File: src/rtl/fft_unloader.sv
// Streams a completed FFT result memory out in natural bin order by reading
// bit-reversed addresses through a 2-deep skid FIFO with ready/valid backpressure.
module fft_unloader #(
    parameter int unsigned ADDR_W = 5,
    parameter int unsigned DATA_W = 32
) (
    input  logic              clk,
    input  logic              reset,
    input  logic              start,
    output logic              busy,
    output logic              rd_en,
    output logic [ADDR_W-1:0] rd_addr,
    input  logic [DATA_W-1:0] rd_data,
    output logic [DATA_W-1:0] out_data,
    output logic [ADDR_W-1:0] out_index,
    output logic              out_valid,
    input  logic              out_ready,
    output logic              out_last,
    output logic              done
);

    localparam logic [ADDR_W-1:0] LAST_IDX = '1;

    typedef enum logic [1:0] {S_IDLE, S_READ, S_DRAIN, S_FIN} state_t;

    state_t state, state_n;

    logic [ADDR_W-1:0] k, k_n;
    logic              infl, infl_n;
    logic [ADDR_W-1:0] infl_idx, infl_idx_n;
    logic              s0_v, s0_v_n, s1_v, s1_v_n;
    logic [DATA_W-1:0] s0_d, s0_d_n, s1_d, s1_d_n;
    logic [ADDR_W-1:0] s0_i, s0_i_n, s1_i, s1_i_n;
    logic              busy_n, rd_en_n, done_n;
    logic [ADDR_W-1:0] rd_addr_n;

    logic              head_v, pop, push_arr;
    logic [DATA_W-1:0] head_d;
    logic [ADDR_W-1:0] head_i;

    function automatic logic [ADDR_W-1:0] bitrev(input logic [ADDR_W-1:0] v);
        logic [ADDR_W-1:0] r;
        r = '0;
        for (int i = 0; i < int'(ADDR_W); i++) begin
            r[i] = v[int'(ADDR_W) - 1 - i];
        end
        return r;
    endfunction

    // Head of the logical FIFO: oldest stored entry, else the word arriving from memory.
    always_comb begin
        head_v    = s0_v | infl;
        head_d    = s0_v ? s0_d : rd_data;
        head_i    = s0_v ? s0_i : infl_idx;
        out_valid = head_v;
        out_data  = head_v ? head_d : '0;
        out_index = head_v ? head_i : '0;
        out_last  = head_v && (head_i == LAST_IDX);
        pop       = head_v && out_ready;
    end

    always_ff @(posedge clk) begin
        if (reset) begin
            state    <= S_IDLE;
            k        <= '0;
            infl     <= 1'b0;
            infl_idx <= '0;
            s0_v     <= 1'b0;
            s0_d     <= '0;
            s0_i     <= '0;
            s1_v     <= 1'b0;
            s1_d     <= '0;
            s1_i     <= '0;
            busy     <= 1'b0;
            rd_en    <= 1'b0;
            rd_addr  <= '0;
            done     <= 1'b0;
        end else begin
            state    <= state_n;
            k        <= k_n;
            infl     <= infl_n;
            infl_idx <= infl_idx_n;
            s0_v     <= s0_v_n;
            s0_d     <= s0_d_n;
            s0_i     <= s0_i_n;
            s1_v     <= s1_v_n;
            s1_d     <= s1_d_n;
            s1_i     <= s1_i_n;
            busy     <= busy_n;
            rd_en    <= rd_en_n;
            rd_addr  <= rd_addr_n;
            done     <= done_n;
        end
    end

    always_comb begin
        state_n    = state;
        k_n        = k;
        infl_n     = rd_en;
        infl_idx_n = k;
        s0_v_n     = s0_v;
        s0_d_n     = s0_d;
        s0_i_n     = s0_i;
        s1_v_n     = s1_v;
        s1_d_n     = s1_d;
        s1_i_n     = s1_i;
        push_arr   = 1'b0;

        unique case (state)
            S_IDLE:  if (start) state_n = S_READ;
            S_READ:  if (rd_en && (k == LAST_IDX)) state_n = S_DRAIN;
            S_DRAIN: if (pop && (head_i == LAST_IDX)) state_n = S_FIN;
            S_FIN:   state_n = S_IDLE;
            default: state_n = S_IDLE;
        endcase

        k_n = (state == S_IDLE) ? '0 : k + ADDR_W'(rd_en);

        // Pop shifts the tail forward; an arriving word that was popped directly is not stored.
        if (pop) begin
            s0_v_n = s1_v;
            s0_d_n = s1_d;
            s0_i_n = s1_i;
            s1_v_n = 1'b0;
        end
        push_arr = infl && !(pop && !s0_v);
        if (push_arr) begin
            if (!s0_v_n) begin
                s0_v_n = 1'b1;
                s0_d_n = rd_data;
                s0_i_n = infl_idx;
            end else begin
                s1_v_n = 1'b1;
                s1_d_n = rd_data;
                s1_i_n = infl_idx;
            end
        end

        // Issue next cycle only if stored words plus the read landing then leave room.
        rd_en_n   = (state_n == S_READ) &&
                    ((2'(s0_v_n) + 2'(s1_v_n) + 2'(rd_en)) < 2'd2);
        rd_addr_n = rd_en_n ? bitrev(k_n) : '0;
        busy_n    = (state_n != S_IDLE);
        done_n    = (state_n == S_FIN);
    end

endmodule

File: config.mk
export PLATFORM = sky130hd
export DESIGN_NAME = fft_unloader
export DESIGN_NICKNAME = d
export VERILOG_FILES = /design/src/rtl/fft_unloader.sv
export SDC_FILE = /design/constraint.sdc
export NUM_CORES = 1
export LEC_CHECK = 0
export ABC_CLOCK_PERIOD_IN_PS = 1800
export CAP_MARGIN = 15
export CORE_MARGIN = 2
export CORE_UTILIZATION = 33
export DETAILED_ROUTE_END_ITERATION = 12
export PLACE_DENSITY = 0.67
export SLEW_MARGIN = 5
export SYNTH_ARGS = -nofsm -noshare
export SYNTH_HDL_FRONTEND = slang
export SYNTH_SLANG_ARGS = --single-unit
export TNS_END_PERCENT = 5
File: constraint.sdc
create_clock -name clk -period 1.8 [get_ports clk]
set_clock_uncertainty 0.2 [all_clocks]
set_input_delay 0.36 -clock clk [delete_from_list [all_inputs] [get_ports clk]]
set_output_delay 0.36 -clock clk [all_outputs]
set_load 0.05 [all_outputs]
==> metrics.txt, run 1 <==
# TYPE chip_impl_metric gauge
chip_impl_info{name="run_status",value="finished, violations left"} 1
chip_impl_info{name="violations_in_the_final_reports",value="negative setup slack"} 1
chip_impl_metric{name="crit_fanout",unit=""} 10
chip_impl_metric{name="antenna_violation_net_count_after_detailed_routing",unit=""} 0
chip_impl_info{name="synth_top_family_by_area",value="simple AND/OR/NAND/NOR gates"} 1
chip_impl_metric{name="clock_tree.buffer_depth",unit=""} 2
chip_impl_info{name="grt-busiest-layer",value="met2"} 1
chip_impl_metric{name="synth_mux_area_share",unit="%"} 8.68
chip_impl_metric{name="synth-edff-count",unit=""} 0
chip_impl_metric{name="ioPinCount",unit=""} 83
chip_impl_metric{name="cts_made_buffers",unit=""} 9
chip_impl_metric{name="design.final.nets",unit=""} 690
chip_impl_metric{name="place_inst",unit=""} 805
chip_impl_info{name="critical_path.endpoint",value="out_data[30]"} 1
chip_impl_metric{name="setup_viol",unit=""} 56
chip_impl_metric{name="worst-endpoint-required",unit="ns"} 1.24
chip_impl_info{name="worst_setup_path_end_kind",value="primary output"} 1
chip_impl_metric{name="drtIter0Drc",unit=""} 199
chip_impl_metric{name="first_global_vias",unit=""} 4148
chip_impl_metric{name="final_hold_fails",unit=""} 0
chip_impl_metric{name="number_of_cells_traversed_by_the_worst_register_to_register_path",unit=""} 5
chip_impl_metric{name="die_width",unit="um"} 121
chip_impl_metric{name="synthesized_netlist_net_count",unit=""} 572
chip_impl_metric{name="seq_area_frac_synth",unit="%"} 43.2
chip_impl_metric{name="vias",unit=""} 4128
chip_impl_metric{name="maxSlewHeadroom",unit="%"} 65.1
chip_impl_metric{name="final_cell_count_no_fill",unit=""} 832
chip_impl_metric{name="num-fill-cells",unit=""} 1184
chip_impl_metric{name="power.density",unit="mW/mm^2"} 719
chip_impl_metric{name="synth-simple-area-share",unit="%"} 22.1
chip_impl_info{name="worst_r2r_startpoint",value="s0_v"} 1
chip_impl_metric{name="grt_first_pass_wirelength",unit="um"} 18700
chip_impl_metric{name="htree_num_levels",unit=""} 3
chip_impl_info{name="cts_tree",value="yes"} 1
chip_impl_info{name="startpoint",value="s0_v"} 1
chip_impl_metric{name="max_cap_violation_count",unit=""} 0
chip_impl_metric{name="layout_min_cycle_time",unit="ns"} 2.05
chip_impl_metric{name="pin_count_of_the_biggest_net_entering_global_routing",unit=""} 42
chip_impl_metric{name="drt_drc_violations_left",unit=""} 0
chip_impl_metric{name="fp.dieArea",unit="sq mm"} 0.0146
chip_impl_metric{name="wl",unit="um"} 12400
chip_impl_metric{name="cts_num_sinks",unit=""} 97
chip_impl_metric{name="post_cts_hold_buffer_count",unit=""} 0
chip_impl_metric{name="clk_pin_slew_worst_paths",unit="ns"} 0.07
chip_impl_metric{name="ys_ff_latch",unit=""} 97
chip_impl_metric{name="power.ir.vdd_worst",unit="mV"} 0.539
chip_impl_metric{name="preCtsSetupSlack",unit="ns"} -0.652
chip_impl_metric{name="synthCells",unit=""} 533
chip_impl_metric{name="synthesized_area_fraction_occupied_by_ao_oa_aoi_and_oai_cells",unit="%"} 18.9
chip_impl_info{name="cp-start-kind",value="register"} 1
chip_impl_metric{name="seq_area",unit="sq mm"} 0.00195
chip_impl_info{name="synthFlopType",value="sky130_fd_sc_hd__dfxtp_1"} 1
chip_impl_metric{name="grt_use_met1",unit="%"} 19.2
chip_impl_metric{name="drt-pass1-iter-count",unit=""} 4
chip_impl_metric{name="die_h",unit="um"} 121
chip_impl_metric{name="half_perimeter_wire_length_after_placement",unit="um"} 7630
chip_impl_metric{name="globalRouteMet2Util",unit="%"} 27.2
chip_impl_metric{name="num_antenna_cells",unit=""} 0
chip_impl_metric{name="arrival_time_of_data_at_the_critical_path_endpoint",unit="ns"} 1.49
chip_impl_info{name="grt_setup_unrepaired",value="true"} 1
chip_impl_metric{name="gr_layer_usage_met3",unit="%"} 2.88
chip_impl_metric{name="grt_antenna_before_repair",unit=""} 0
chip_impl_metric{name="grt_overflow_total",unit=""} 0
chip_impl_metric{name="yosys.area_share.xor_xnor",unit="%"} 0.584
chip_impl_metric{name="vias_per_cell",unit=""} 4.96
chip_impl_metric{name="post_route_cells_drive_above_1_share",unit="%"} 36.3
chip_impl_info{name="clock-root-buffer",value="sky130_fd_sc_hd__clkbuf_16"} 1
chip_impl_metric{name="floorplan.core_area",unit="sq mm"} 0.0133
chip_impl_info{name="min-delay-path-class",value="primary input to register"} 1
chip_impl_metric{name="multiInputGateArea",unit="sq mm"} 0.00264
chip_impl_metric{name="setup_ws",unit="ns"} -0.252
chip_impl_metric{name="synth.lib_cells_used.distinct",unit=""} 35
chip_impl_info{name="worst_r2r_endpoint",value="s0_d[31]"} 1
chip_impl_metric{name="worst_slew_pin_slew",unit="ns"} 0.524
chip_impl_metric{name="slew_violations",unit=""} 0
chip_impl_metric{name="io_buffer_count",unit=""} 82
chip_impl_metric{name="syn_area",unit="sq mm"} 0.00450
chip_impl_metric{name="synth-warning-count",unit=""} 0
chip_impl_metric{name="reg2reg_setup_slack",unit="ns"} -0.03
chip_impl_metric{name="cellLeakagePower",unit="nW"} 2.82
chip_impl_metric{name="fin_crit_sh",unit="%"} 114
chip_impl_metric{name="place.gp.congestion",unit=""} 0.765
chip_impl_metric{name="synth_adder_area_share",unit="%"} 1.06
chip_impl_metric{name="flow.area_growth_from_synthesis",unit="%"} 56.9
chip_impl_info{name="criticalPathCategory",value="register to primary output"} 1
chip_impl_metric{name="holdWs",unit="ns"} 0.0843
chip_impl_metric{name="post_synth.cell_area_avg",unit="sq um"} 8.44
chip_impl_metric{name="max_freq",unit="GHz"} 0.487
chip_impl_metric{name="rows",unit=""} 42
chip_impl_metric{name="skew_pair_late_insertion_delay",unit="ns"} 0.34
chip_impl_metric{name="drt-wirelength-per-cell",unit="um"} 14.9
chip_impl_metric{name="postSynth.asyncResetShare",unit="%"} 0
chip_impl_metric{name="initial_utilization",unit="%"} 33.8
chip_impl_metric{name="groute.usage.overall",unit="%"} 15.4
area by class of cell:
class                      instances  area share, %
inverter                           1         0.0532
clock buffer                       9           3.19
sequential                        97           27.6
multi-input combinational        393           37.4
clock inverter                     7           1.15
timing repair buffer             149           27.5
tap                              176           3.12
worst max-delay path: stages (launching register included):
cell and delay (ns):
sky130_fd_sc_hd__dfxtp_4 0.37, sky130_fd_sc_hd__buf_8 0.13, sky130_fd_sc_hd__buf_4 0.13, sky130_fd_sc_hd__buf_4 0.17, sky130_fd_sc_hd__o21ai_2 0.19, sky130_fd_sc_hd__buf_12 0.16
metal layers:
layer / vias up / routed length [um]
met5: - / 0
met1: 1988 / 5330
met4: 0 / 233
met2: 83 / 6360
met3: 18 / 475
li1: 2039 / -
worst min-delay path by stage:
stage,depth (start not counted),slack (ns),from,to
2_1_floorplan,2,0.24,s1_d[0],s1_d[0]
3_3_place_gp,2,0.24,s1_d[8],s1_d[8]
3_5_place_dp,2,0.25,s1_d[9],s1_d[9]
4_1_cts,2,0.08,reset,infl_idx[3]
5_1_grt,2,0.09,reset,infl_idx[4]
6_report,2,0.08,reset,infl_idx[3]
cells by family after synthesis:
| kind of cell | count (synthesis) |
|---|---|
| buffers and inverters | 43 |
| flip-flops | 97 |
| multiplexers | 39 |
| XOR/XNOR | 3 |
| AO/OA/AOI/OAI | 116 |
| adder cells (fa/ha/maj) | 4 |
| AND/OR/NAND/NOR | 231 |
registers in the layout, summed over array words and instances, names as in the netlist:
register and flops:
rd_en 1, s0_i 5, infl_idx 5, rd_addr 5, infl_idx_n 5, s0_d 32, infl 1, s0_v 1
done 1, busy 1, s1_d 32, s1_i 5, state 2, s1_v 1
cell usage in the layout (no fill, tap or decap), types with 10 or more instances in the layout:
cell / count
sky130_fd_sc_hd__buf_12: 52
sky130_fd_sc_hd__o21ai_4: 10
sky130_fd_sc_hd__nor2_1: 46
sky130_fd_sc_hd__a21oi_1: 39
sky130_fd_sc_hd__dfxtp_1: 95
sky130_fd_sc_hd__nand2_1: 135
sky130_fd_sc_hd__o21ai_2: 26
sky130_fd_sc_hd__a211oi_2: 30
sky130_fd_sc_hd__clkdlybuf4s50_1: 34
sky130_fd_sc_hd__nand2_2: 10
sky130_fd_sc_hd__buf_4: 55
sky130_fd_sc_hd__clkbuf_16: 12
sky130_fd_sc_hd__mux2i_1: 33
stage by stage:
stage / TNS (ns) / util (%) / power (mW) / cell area [sq um]
finish: -7.74 / 53.1 / 5.08 / 7060
global route: -13.99 / 53.1 / 5.26 / 7060
CTS: -7.54 / 50.8 / 5.04 / 6750
detailed placement: -29.05 / 48.0 / 3.07 / 6380
global placement: -26.54 / 48.0 / 3.05 / 6380
floorplan: -3.07 / - / 2.67 / 4650
synthesized netlist by cell type, types with 6 or more instances:
master	count	share of area, %
sky130_fd_sc_hd__a211oi_1	7	1.2
sky130_fd_sc_hd__a211oi_2	30	8.3
sky130_fd_sc_hd__a21oi_1	39	4.3
sky130_fd_sc_hd__buf_2	11	1.2
sky130_fd_sc_hd__buf_4	6	1.0
sky130_fd_sc_hd__clkbuf_1	19	1.6
sky130_fd_sc_hd__dfxtp_1	97	43
sky130_fd_sc_hd__mux2i_1	39	8.7
sky130_fd_sc_hd__nand2_1	150	13
sky130_fd_sc_hd__nand3_1	6	0.67
sky130_fd_sc_hd__nor2_1	48	4.0
sky130_fd_sc_hd__nor2b_1	8	1.1
sky130_fd_sc_hd__o21ai_0	35	3.9
power by group:
| group | internal [mW] | switching [mW] |
|---|---|---|
| clock network | 1.11 | 0.860 |
| logic | 0.433 | 0.440 |
| registers | 2.19 | 0.0422 |
| total | 3.73 | 1.34 |
repair_timing:
item                                    in CTS  in global routing
buffers inserted                             2                  2
endpoints found under the hold margin        0                  0
gates cloned                                 0                  7
endpoints found under the setup margin     115                119
pin swaps                                   14                  8
resized for setup                           13                 36
(Power assumes the default switching activity.)
==> run 2: changes to the inputs <==
--- a/config.mk
+++ b/config.mk
@@ -5,7 +5,6 @@
 export SDC_FILE = /design/constraint.sdc
 export NUM_CORES = 1
 export LEC_CHECK = 0
-export ABC_CLOCK_PERIOD_IN_PS = 1800
 export CAP_MARGIN = 15
 export CORE_MARGIN = 2
 export CORE_UTILIZATION = 33
==> results of run 2 <==
No change in the layout: final DEF, timing and power equal those of run 1.
